### config.mk
export PLATFORM = sky130hd
export DESIGN_NAME = alu_cmd_dispatcher
export DESIGN_NICKNAME = d
export VERILOG_FILES = /design/src/rtl/alu_cmd_dispatcher.sv
export SDC_FILE = /design/constraint.sdc
export NUM_CORES = 1
export LEC_CHECK = 0
export CORE_MARGIN = 3
export CORE_UTILIZATION = 45
export CTS_CLUSTER_DIAMETER = 50
export DETAILED_ROUTE_END_ITERATION = 10
export PLACE_DENSITY = 0.72
export REMOVE_ABC_BUFFERS = 1
export SLEW_MARGIN = 20
export SYNTH_ARGS = -nofsm -noshare
export SYNTH_HDL_FRONTEND = slang
export SYNTH_SLANG_ARGS = --single-unit
### constraint.sdc
create_clock -name clock -period 1.95 [get_ports clock]
set_input_delay 0.195 -clock clock [delete_from_list [all_inputs] [get_ports clock]]
set_output_delay 0.195 -clock clock [all_outputs]
set_load 0.01 [all_outputs]
### src/rtl/alu_cmd_dispatcher.sv
// alu_cmd_dispatcher: buffers ALU commands in a small FIFO, issues them one at
// a time to a start/done ALU and presents each result on a valid/ready output.
// Optional build macro: ALU_TIMEOUT_EN adds a WAIT-state watchdog that reports
// a timed-out command with out_err=1 and a zero result.
//
// Handshakes: a transfer happens on a rising edge where valid && ready are both
// high. A producer holding valid keeps its payload stable until that edge; the
// input side accepts only when not full (no push-through from a same-cycle pop).
module alu_cmd_dispatcher #(
  parameter int DEPTH          = 4,
  parameter int TAG_W          = 4,
  parameter int TIMEOUT_CYCLES = 16
) (
  input  logic                       clock,
  input  logic                       reset_n,
  input  logic                       in_valid,
  output logic                       in_ready,
  input  logic [7:0]                 in_a,
  input  logic [7:0]                 in_b,
  input  logic [1:0]                 in_op,
  input  logic [TAG_W-1:0]           in_tag,
  output logic                       alu_start,
  output logic [7:0]                 alu_a,
  output logic [7:0]                 alu_b,
  output logic [1:0]                 alu_op,
  input  logic                       alu_done,
  input  logic [15:0]                alu_result,
  output logic                       out_valid,
  input  logic                       out_ready,
  output logic [15:0]                out_result,
  output logic [1:0]                 out_op,
  output logic [TAG_W-1:0]           out_tag,
  output logic                       out_err,
  output logic [$clog2(DEPTH):0]     fifo_count
);

  localparam int PTR_W = $clog2(DEPTH);
  localparam int CNT_W = PTR_W + 1;
  localparam int ENT_W = 8 + 8 + 2 + TAG_W;

  typedef enum logic [1:0] {S_IDLE, S_ISSUE, S_WAIT, S_OUTPUT} state_e;

  state_e             state_q, state_d;
  logic [ENT_W-1:0]   mem_q [DEPTH];
  logic [PTR_W-1:0]   wr_ptr_q, rd_ptr_q;
  logic [CNT_W-1:0]   count_q;
  logic               fifo_full, push, pop, finish_wait;
  logic [7:0]         alu_a_q, alu_b_q;
  logic [1:0]         alu_op_q;
  logic [TAG_W-1:0]   tag_q;
  logic [15:0]        out_result_q;
  logic [1:0]         out_op_q;
  logic [TAG_W-1:0]   out_tag_q;
  logic               timeout;

  assign fifo_full  = (count_q == CNT_W'(DEPTH));
  assign in_ready   = !fifo_full;
  assign push       = in_valid && !fifo_full;
  // Every entry into ISSUE consumes the FIFO head.
  assign pop        = (state_d == S_ISSUE);
  assign finish_wait = (state_q == S_WAIT) && (alu_done || timeout);

  assign alu_start  = (state_q == S_ISSUE);
  assign alu_a      = alu_a_q;
  assign alu_b      = alu_b_q;
  assign alu_op     = alu_op_q;
  assign out_valid  = (state_q == S_OUTPUT);
  assign out_result = out_result_q;
  assign out_op     = out_op_q;
  assign out_tag    = out_tag_q;
  assign fifo_count = count_q;

  // FIFO storage; data needs no reset because occupancy gates every read.
  always_ff @(posedge clock) begin
    if (push) mem_q[wr_ptr_q] <= {in_a, in_b, in_op, in_tag};
  end

  // FIFO pointers and occupancy; pointers wrap naturally at power-of-2 depth.
  always_ff @(posedge clock or negedge reset_n) begin
    if (!reset_n) begin
      wr_ptr_q <= '0;
      rd_ptr_q <= '0;
      count_q  <= '0;
    end else begin
      if (push) wr_ptr_q <= wr_ptr_q + PTR_W'(1);
      if (pop)  rd_ptr_q <= rd_ptr_q + PTR_W'(1);
      case ({push, pop})
        2'b10:   count_q <= count_q + CNT_W'(1);
        2'b01:   count_q <= count_q - CNT_W'(1);
        default: count_q <= count_q;
      endcase
    end
  end

  // FSM state register.
  always_ff @(posedge clock or negedge reset_n) begin
    if (!reset_n) state_q <= S_IDLE;
    else          state_q <= state_d;
  end

  // FSM next state: one command in flight; OUTPUT may chain straight to ISSUE.
  always_comb begin
    state_d = state_q;
    case (state_q)
      S_IDLE:   if (count_q != '0) state_d = S_ISSUE;
      S_ISSUE:  state_d = S_WAIT;
      S_WAIT:   if (alu_done || timeout) state_d = S_OUTPUT;
      S_OUTPUT: if (out_ready) state_d = (count_q != '0) ? S_ISSUE : S_IDLE;
      default:  state_d = S_IDLE;
    endcase
  end

  // Issue registers: loaded on pop and held until the next issue.
  always_ff @(posedge clock or negedge reset_n) begin
    if (!reset_n) begin
      alu_a_q  <= '0;
      alu_b_q  <= '0;
      alu_op_q <= '0;
      tag_q    <= '0;
    end else if (pop) begin
      {alu_a_q, alu_b_q, alu_op_q, tag_q} <= mem_q[rd_ptr_q];
    end
  end

  // Result capture at the end of WAIT; a timeout reports a zero result.
  always_ff @(posedge clock or negedge reset_n) begin
    if (!reset_n) begin
      out_result_q <= '0;
      out_op_q     <= '0;
      out_tag_q    <= '0;
    end else if (finish_wait) begin
      out_result_q <= alu_done ? alu_result : 16'h0000;
      out_op_q     <= alu_op_q;
      out_tag_q    <= tag_q;
    end
  end

`ifdef ALU_TIMEOUT_EN
  localparam int WD_W = $clog2(TIMEOUT_CYCLES + 1);

  logic [WD_W-1:0] wdog_q;
  logic            out_err_q;

  assign timeout = (state_q == S_WAIT) && (wdog_q == WD_W'(TIMEOUT_CYCLES - 1));
  assign out_err = out_err_q;

  // Watchdog counts cycles spent in WAIT; idles at zero elsewhere.
  always_ff @(posedge clock or negedge reset_n) begin
    if (!reset_n)                wdog_q <= '0;
    else if (state_q != S_WAIT)  wdog_q <= '0;
    else                         wdog_q <= wdog_q + WD_W'(1);
  end

  // Error flag: set when WAIT ends without done, cleared on the output handshake.
  always_ff @(posedge clock or negedge reset_n) begin
    if (!reset_n)                               out_err_q <= 1'b0;
    else if (finish_wait)                       out_err_q <= !alu_done;
    else if (state_q == S_OUTPUT && out_ready)  out_err_q <= 1'b0;
  end
`else
  assign timeout = 1'b0;
  assign out_err = 1'b0;
`endif

endmodule
==> results of run 1 <==
==> cell families (layout without fill, tap and decap cells) <==
logic type	Yosys count	after routing	share of synthesized area
compound gates	5	5	0.00605
other cells	1	1	0.000697
fa+ha+maj	6	6	0.0154
mux	68	68	0.191
xor+xnor	6	6	0.00977
simple gates	15	15	0.0182
flops	141	141	0.738
buf+inv	18	151	0.0207
==> power groups by stage <==
stage,registers [W],clock network (W),logic [W]
2_1_floorplan,0.00494,0,0.00182
3_3_place_gp,0.00459,0,0.00405
3_5_place_dp,0.00465,0,0.00414
4_1_cts,0.00460,0.00345,0.00422
5_1_grt,0.00470,0.00361,0.00450
6_report,0.00459,0.00339,0.00416
==> layout by cell type, fill, tap and decap left out, drive strengths merged, types with 5 or more instances in the layout <==
master         count
dfrtp             53
mux2              45
edfxtp            88
clkdlybuf4s50     86
inv               11
ha                 5
mux4              22
and3               5
clkbuf            27
buf               23
==> per-layer routing <==
metal,wire length [microns],GRT usage,vias up,part of all wire
li1,-,-,1252,-
met1,4250,0.208,1407,0.44
met2,4760,0.255,105,0.49
met3,647,0.0637,8,0.066
met4,104,0.0556,0,0.011
met5,0,0,-,0
==> worst min-delay path: stages <==
cell           delay (ps)
dlygate4sd3_1         520
buf_2                 120
buf_12                270
==> flip-flops by register name, indices dropped and copies added (netlist names), 3 cells and up <==
name / flops
mem_q: 88
alu_a: 8
out_tag: 4
out_result: 16
fifo_count: 3
alu_b: 8
tag_q: 4
==> layout make-up <==
cell class                      instances  area share
Clock buffer                           27      0.0808
Tap cell                              143      0.0246
Inverter                                8     0.00413
Clock inverter                          5     0.00808
Timing Repair Buffer                  111       0.155
Multi-Input combinational cell        101       0.182
Sequential cell                       141       0.546
==> how the worst min path moves through the flow <==
stage,start,endpoint,slack (ps),depth (start not counted)
3_5_place_dp,reset_n,out_result[5],220,2
5_1_grt,reset_n,alu_a[0],350,3
3_3_place_gp,reset_n,out_result[5],220,2
4_1_cts,reset_n,alu_b[6],320,3
6_report,reset_n,out_result[5],320,3
2_1_floorplan,reset_n,alu_a[0],-100,0
==> timing repair <==
| action | in CTS | in global routing |
|---|---|---|
| setup buffers | 2 | 0 |
| pin swaps | 8 | 3 |
| hold buffers | 1 | 0 |
| endpoints found under the setup margin | 3 | 2 |
| cloned | 0 | 0 |
| hold endpoints to repair | 53 | 0 |
| gates resized for setup | 7 | 2 |
==> per-stage QoR <==
| stage | utilization | power [W] | worst slack (ps) | instances | hold slack [ps] |
|---|---|---|---|---|---|
| after global placement | 0.569 | 0.00864 | -143 | 501 | 221 |
| after floorplan | - | 0.00677 | -374 | 250 | -101 |
| final | 0.629 | 0.0121 | -44.0 | 536 | 323 |
| after CTS | 0.629 | 0.0123 | -123 | 536 | 324 |
| after detailed placement | 0.569 | 0.00879 | -213 | 501 | 221 |
| after global routing | 0.629 | 0.0128 | -140 | 536 | 349 |
==> summary.md, run 1 <==
| Metric | Value |
|---|---|
| Status | `finished, violations left` |
| Violated checks | `setup timing` |
| Count leader, synth | `edfxtp_1` |
| Layout Skew | `8.28 ps` |
| Synth Register Bits | `141` |
| Netlist Area Pre-Place | `0.00538 sq mm` |
| Pins over their slew limit | `0` |
| Die width | `115 microns` |
| Num CTS Buffers | `17` |
| Reg area | `0.00397 sq mm` |
| Int Power | `0.00886 W` |
| Router iterations before antenna repair | `4` |
| Critical path class | `reg -> reg` |
| Final Hold Fails | `0` |
| GRT Util Overall | `0.162` |
| WP buf/inv | `2` |
| I/O Pins | `90` |
| Design area | `0.00728 sq mm` |
| Clk pwr share | `0.279` |
| Switching pwr | `0.00327 W` |
| Largest net degree at the start of global routing | `54` |
| Latest clock arrival within the worst-skew pair | `410 ps` |
| Max stage delay on crit path | `400 ps` |
| Initial Util | `0.465` |
| CP startpoint kind | `flip-flop` |
| Routed Antenna Nets | `0` |
| Via count | `2772` |
| Setup TNS | `-44.0 ps` |
| Arr. time, crit path | `2310 ps` |
| Worst-path clk slew | `60 ps` |
| Row cnt | `39` |
| Worst reg2reg startpoint | `fifo_count[0]` |
| Sw Ratio | `0.269` |
| Initial antenna violation count | `0` |
| Syn-to-layout area delta | `35.3%` |
| Post-synth top cells | `edfxtp_1, dfrtp_1, mux2_2` |
| CTS tree | `yes` |
| Vias in the first global route | `3070` |
| Gate power share | `0.343` |
| Crit-path leading delay family | `simple AND/OR/NAND/NOR gates` |
| Routed wire length | `9760 microns` |
| Critical Path Start | `fifo_count[0]` |
| Setup Viol. Count Final | `1` |
| Multi-input gate area | `0.00132 sq mm` |
| Clock Sink Count | `141` |
| Diodes inserted | `0` |
| RSZ-0062 raised after global routing | `true` |
| Vias per cell | `5.17` |
| Fin crit period | `1990 ps` |
| Layout cells sized above 1 | `0.321` |
| CTS Buffer Depth | `2` |
| Post-synthesis sequential area ratio | `0.738` |
| Req. time, crit path | `2270 ps` |
| Hold/Removal Path Class | `in -> async` |
| Dpl cell area | `0.00658 sq mm` |
| Max-cap viol count | `0` |
| H-tree levels | `4` |
| Critical Path, Cell by Cell | `or3b_4 -> and2_4 -> inv_2 -> ha_4 -> inv_2 -> fa_2 -> xor2_1 -> nor2_1 -> xor2_1` |
| Critical Path Sink Type | `flip-flop` |
| Crit path depth | `9` |
| Flop2flop setup slack | `-40 ps` |
| Wire length per cell | `18.2 microns` |
| Crit path max fanout | `2` |
| Detailed-route DRC error count | `0` |
| Final cycle utilization of the critical path | `1.02` |
| Power per cell area | `1670 mW/mm^2` |
| Ys async rst share | `0.376` |
| CP max stage cell | `or3b_4` |
| Number of library cell types mapped by synthesis | `30` |
| Worst r2r dst | `fifo_count[2]` |
| Post-Synthesis Cells | `260` |
| Gpl congestion | `0.724` |
| Fin nets | `429` |
| Worst setup path end | `fifo_count[2]` |
| GRT overflow | `0` |
| Lkg Pwr | `2.74 nW` |
| Die area | `0.0133 sq mm` |
| Ys Warns | `0` |
| Peak Freq | `502 MHz` |
| Die Y | `115 microns` |
| Core Area | `0.0116 sq mm` |
| Post-synth EDFFs | `88` |
| Final setup margin | `-44.0 ps` |
| Port Buffers | `88` |
| Initial DRC Count | `133` |
| Sequential Power Share | `0.378` |
| R2r worst-path depth | `9` |
| Synth top area cells | `edfxtp_1, dfrtp_1, mux2_2, mux4_2, mux4_1` |
| Synth Flop Type | `edfxtp_1` |
| Clock root buffer master | `clkbuf_16` |
| Filler cell count in the final layout | `854` |
| Area leader, netlist | `edfxtp_1` |
| Wire length of the first global-routing pass | `15800 microns` |
| Synth top area share | `0.492` |
| Worst VDD drop | `0.880 mV` |
| Syn Area/Cell | `20.7 sq um` |
| Post-detail-place hpwl | `6110 microns` |
Note: power is estimated with default switching activity, not from simulation.
==> run 2, diff against run 1 <==
CAP_MARGIN = 30   (was default)
==> results of run 2 <==
Same layout as run 1: the final DEF is identical, and so are final timing and power.
==> run 3, diff against run 2 <==
CAP_MARGIN = 10   (was 30)
PLACE_DENSITY = 0.69   (was 0.72)
clock period = 2.2 ns   (was 1.95 ns; I/O delays follow)
==> summary.md, run 3 (synthesis gave the netlist of run 1 again) <==
| Metric | Value |
|---|---|
| Status | `finished, final reports clean` |
| Crit-path leading delay family | `simple AND/OR/NAND/NOR gates` |
| Reg area | `0.00397 sq mm (unchanged)` |
| Multi-input gate area | `0.00131 sq mm (-0.76%)` |
| Critical Path, Cell by Cell | `or3b_4 -> and2_4 -> inv_1 -> ha_2 -> inv_1 -> fa_2 -> xor2_1 -> nor2_1 -> xor2_1` |
| Crit path max fanout | `3 (+1)` |
| Critical Path Sink Type | `flip-flop` |
| Vias per cell | `5.19 (+0.27%)` |
| Vias in the first global route | `2919 (-4.9%)` |
| Sw Ratio | `0.273 (+0.00349)` |
| Clock root buffer master | `clkbuf_16` |
| Sequential Power Share | `0.383 (+0.005)` |
| Slew HR | `0.538` |
| Final std cells w/o fill | `533 (-0.56%)` |
| CTS Buffer Depth | `2 (unchanged)` |
| GRT overflow | `0 (unchanged)` |
| Syn-to-layout area delta | `33.2%` |
| Worst-path clk slew | `60 ps (about the same)` |
| Post-detail-place hpwl | `6140 microns (+0.50%)` |
| Filler cell count in the final layout | `866 (+1.4%)` |
| Peak Freq | `485 MHz (-3.3%)` |
| Pins over their slew limit | `0 (unchanged)` |
| Max stage delay on crit path | `400 ps (about the same)` |
| Routed wire length | `9780 microns (+0.20%)` |
| Via count | `2764 (-0.29%)` |
| RSZ-0062 raised after global routing | `false` |
| CP max stage cell | `or3b_4` |
| Initial Util | `0.465 (unchanged)` |
| Critical path class | `reg -> reg` |
| Setup Viol. Count Final | `0 (-1)` |
| CTS tree | `yes` |
| Clk pwr share | `0.278 (about the same)` |
| Layout Skew | `5.88 ps (-2.40 ps)` |
| Fin nets | `426 (-0.70%)` |
| Final cycle utilization of the critical path | `0.938 (-0.0850)` |
| Wire length of the first global-routing pass | `15400 microns (-2.7%)` |
| GRT Util Overall | `0.160 (-0.00223)` |
| WP buf/inv | `2 (unchanged)` |
| Router iterations before antenna repair | `4 (unchanged)` |
| Die width | `115 microns (unchanged)` |
| Worst r2r dst | `fifo_count[2]` |
| Max reg flops | `88 (unchanged)` |
| Int Power | `0.00766 W (-14%)` |
| Layout cells sized above 1 | `0.310 (-0.0104)` |
| Die Y | `115 microns (unchanged)` |
| Port Buffers | `88 (unchanged)` |
| Most frequent cells in the layout | `edfxtp_1, clkdlybuf4s50_1, dfrtp_1` |
| Lkg Pwr | `2.69 nW (-1.8%)` |
| Latest clock arrival within the worst-skew pair | `410 ps (about the same)` |
| Worst-Margin Slew | `693 ps` |
| Hold/Removal Path Class | `in -> async` |
| Num CTS Buffers | `17 (unchanged)` |
| Diodes inserted | `0 (unchanged)` |
| Max-cap viol count | `0 (unchanged)` |
| Biggest register | `mem_q` |
| Switching pwr | `0.00288 W (-12%)` |
| H-tree levels | `4 (unchanged)` |
| Row cnt | `39 (unchanged)` |
| Wire length per cell | `18.4 microns (+0.77%)` |
| CP startpoint kind | `flip-flop` |
| I/O Pins | `90 (unchanged)` |
| Detailed-route DRC error count | `0 (unchanged)` |
| Fin crit period | `2060 ps (+68.7 ps)` |
| Arr. time, crit path | `2400 ps (+90 ps)` |
| Worst reg2reg startpoint | `fifo_count[1]` |
| R2r worst-path depth | `9 (unchanged)` |
| Most common cell after layout, fill and taps aside | `edfxtp_1` |
| Initial antenna violation count | `0 (unchanged)` |
| Initial DRC Count | `129 (-3.0%)` |
| Req. time, crit path | `2530 ps (+260 ps)` |
| Post-Place Cells | `499 (-0.40%)` |
| Die area | `0.0133 sq mm (unchanged)` |
| Gpl congestion | `0.673 (-7.1%)` |
| Clock Sink Count | `141 (unchanged)` |
| Flop2flop setup slack | `140 ps (+180 ps)` |
| Setup TNS | `0 ps (+44.0 ps)` |
| Final Hold Fails | `0 (unchanged)` |
| Gate power share | `0.339 (-0.004)` |
| Worst VDD drop | `0.879 mV (-0.13%)` |
| Power per cell area | `1470 mW/mm^2 (-12%)` |
| Core Area | `0.0116 sq mm (unchanged)` |
| Largest net degree at the start of global routing | `29 (-46%)` |
| Routed Antenna Nets | `0 (unchanged)` |
## run 3: power groups by stage
stage	clock (W)	sequential, W	combinational [W]
after floorplan	0	0.00438	0.00162
after global placement	0	0.00403	0.00355
after detailed placement	0	0.00408	0.00361
after CTS	0.00299	0.00405	0.00364
after global routing	0.00312	0.00413	0.00388
final	0.00293	0.00404	0.00358
## run 3: final cells by class
| class | instances | area share |
|---|---|---|
| sequential | 141 | 0.554 |
| multi-input combinational | 101 | 0.183 |
| timing repair buffer | 108 | 0.147 |
| clock buffer | 20 | 0.0638 |
| tap | 143 | 0.0250 |
| clock inverter | 12 | 0.0225 |
| inverter | 8 | 0.00419 |
## run 3: worst register-to-register path: cells and delay by family, from the launching register on
family                   cells  cell delay [ps]
buffers and inverters        2              100
flip-flops                   1              380
XOR/XNOR                     2              290
adder cells (fa/ha/maj)      2              500
AND/OR/NAND/NOR              3              700
## run 3: worst max-delay path by stage
stage                     to  slack (ps)     startpoint  depth (start not counted)
2_1_floorplan  fifo_count[2]        -120     state_q[1]                          9
3_3_place_gp   fifo_count[2]          80      out_ready                         10
3_5_place_dp   fifo_count[2]          20      out_ready                         10
4_1_cts        fifo_count[2]          50  fifo_count[1]                          9
5_1_grt        fifo_count[2]          30  fifo_count[1]                          9
6_report       fifo_count[2]         140  fifo_count[1]                          9
## run 3: metal layers
metal | track usage | share of wire | routed length (microns)
met3 | 0.0674 | 0.075 | 730
met1 | 0.200 | 0.43 | 4210
met2 | 0.256 | 0.48 | 4730
met5 | 0 | 0 | 0
met4 | 0.0493 | 0.011 | 111
## run 3: through the flow
step	util	worst slack (ps)	cell area (sq um)	hold WS, ps	total power [W]
floorplan	-	-124	5300	-75.6	0.00600
global placement	0.564	84.3	6520	291	0.00759
detailed placement	0.564	23.8	6520	303	0.00769
CTS	0.618	49.1	7150	395	0.0107
global route	0.619	26.3	7160	403	0.0111
finish	0.619	137	7160	390	0.0105
## run 3: repair_timing
item / 4_1_cts / 5_1_grt
buffers inserted: 0 / 1
gates resized for setup: 0 / 3
hold buffers: 1 / 0
endpoints found under the hold margin: 25 / 0
endpoints found under the setup margin: 0 / 1
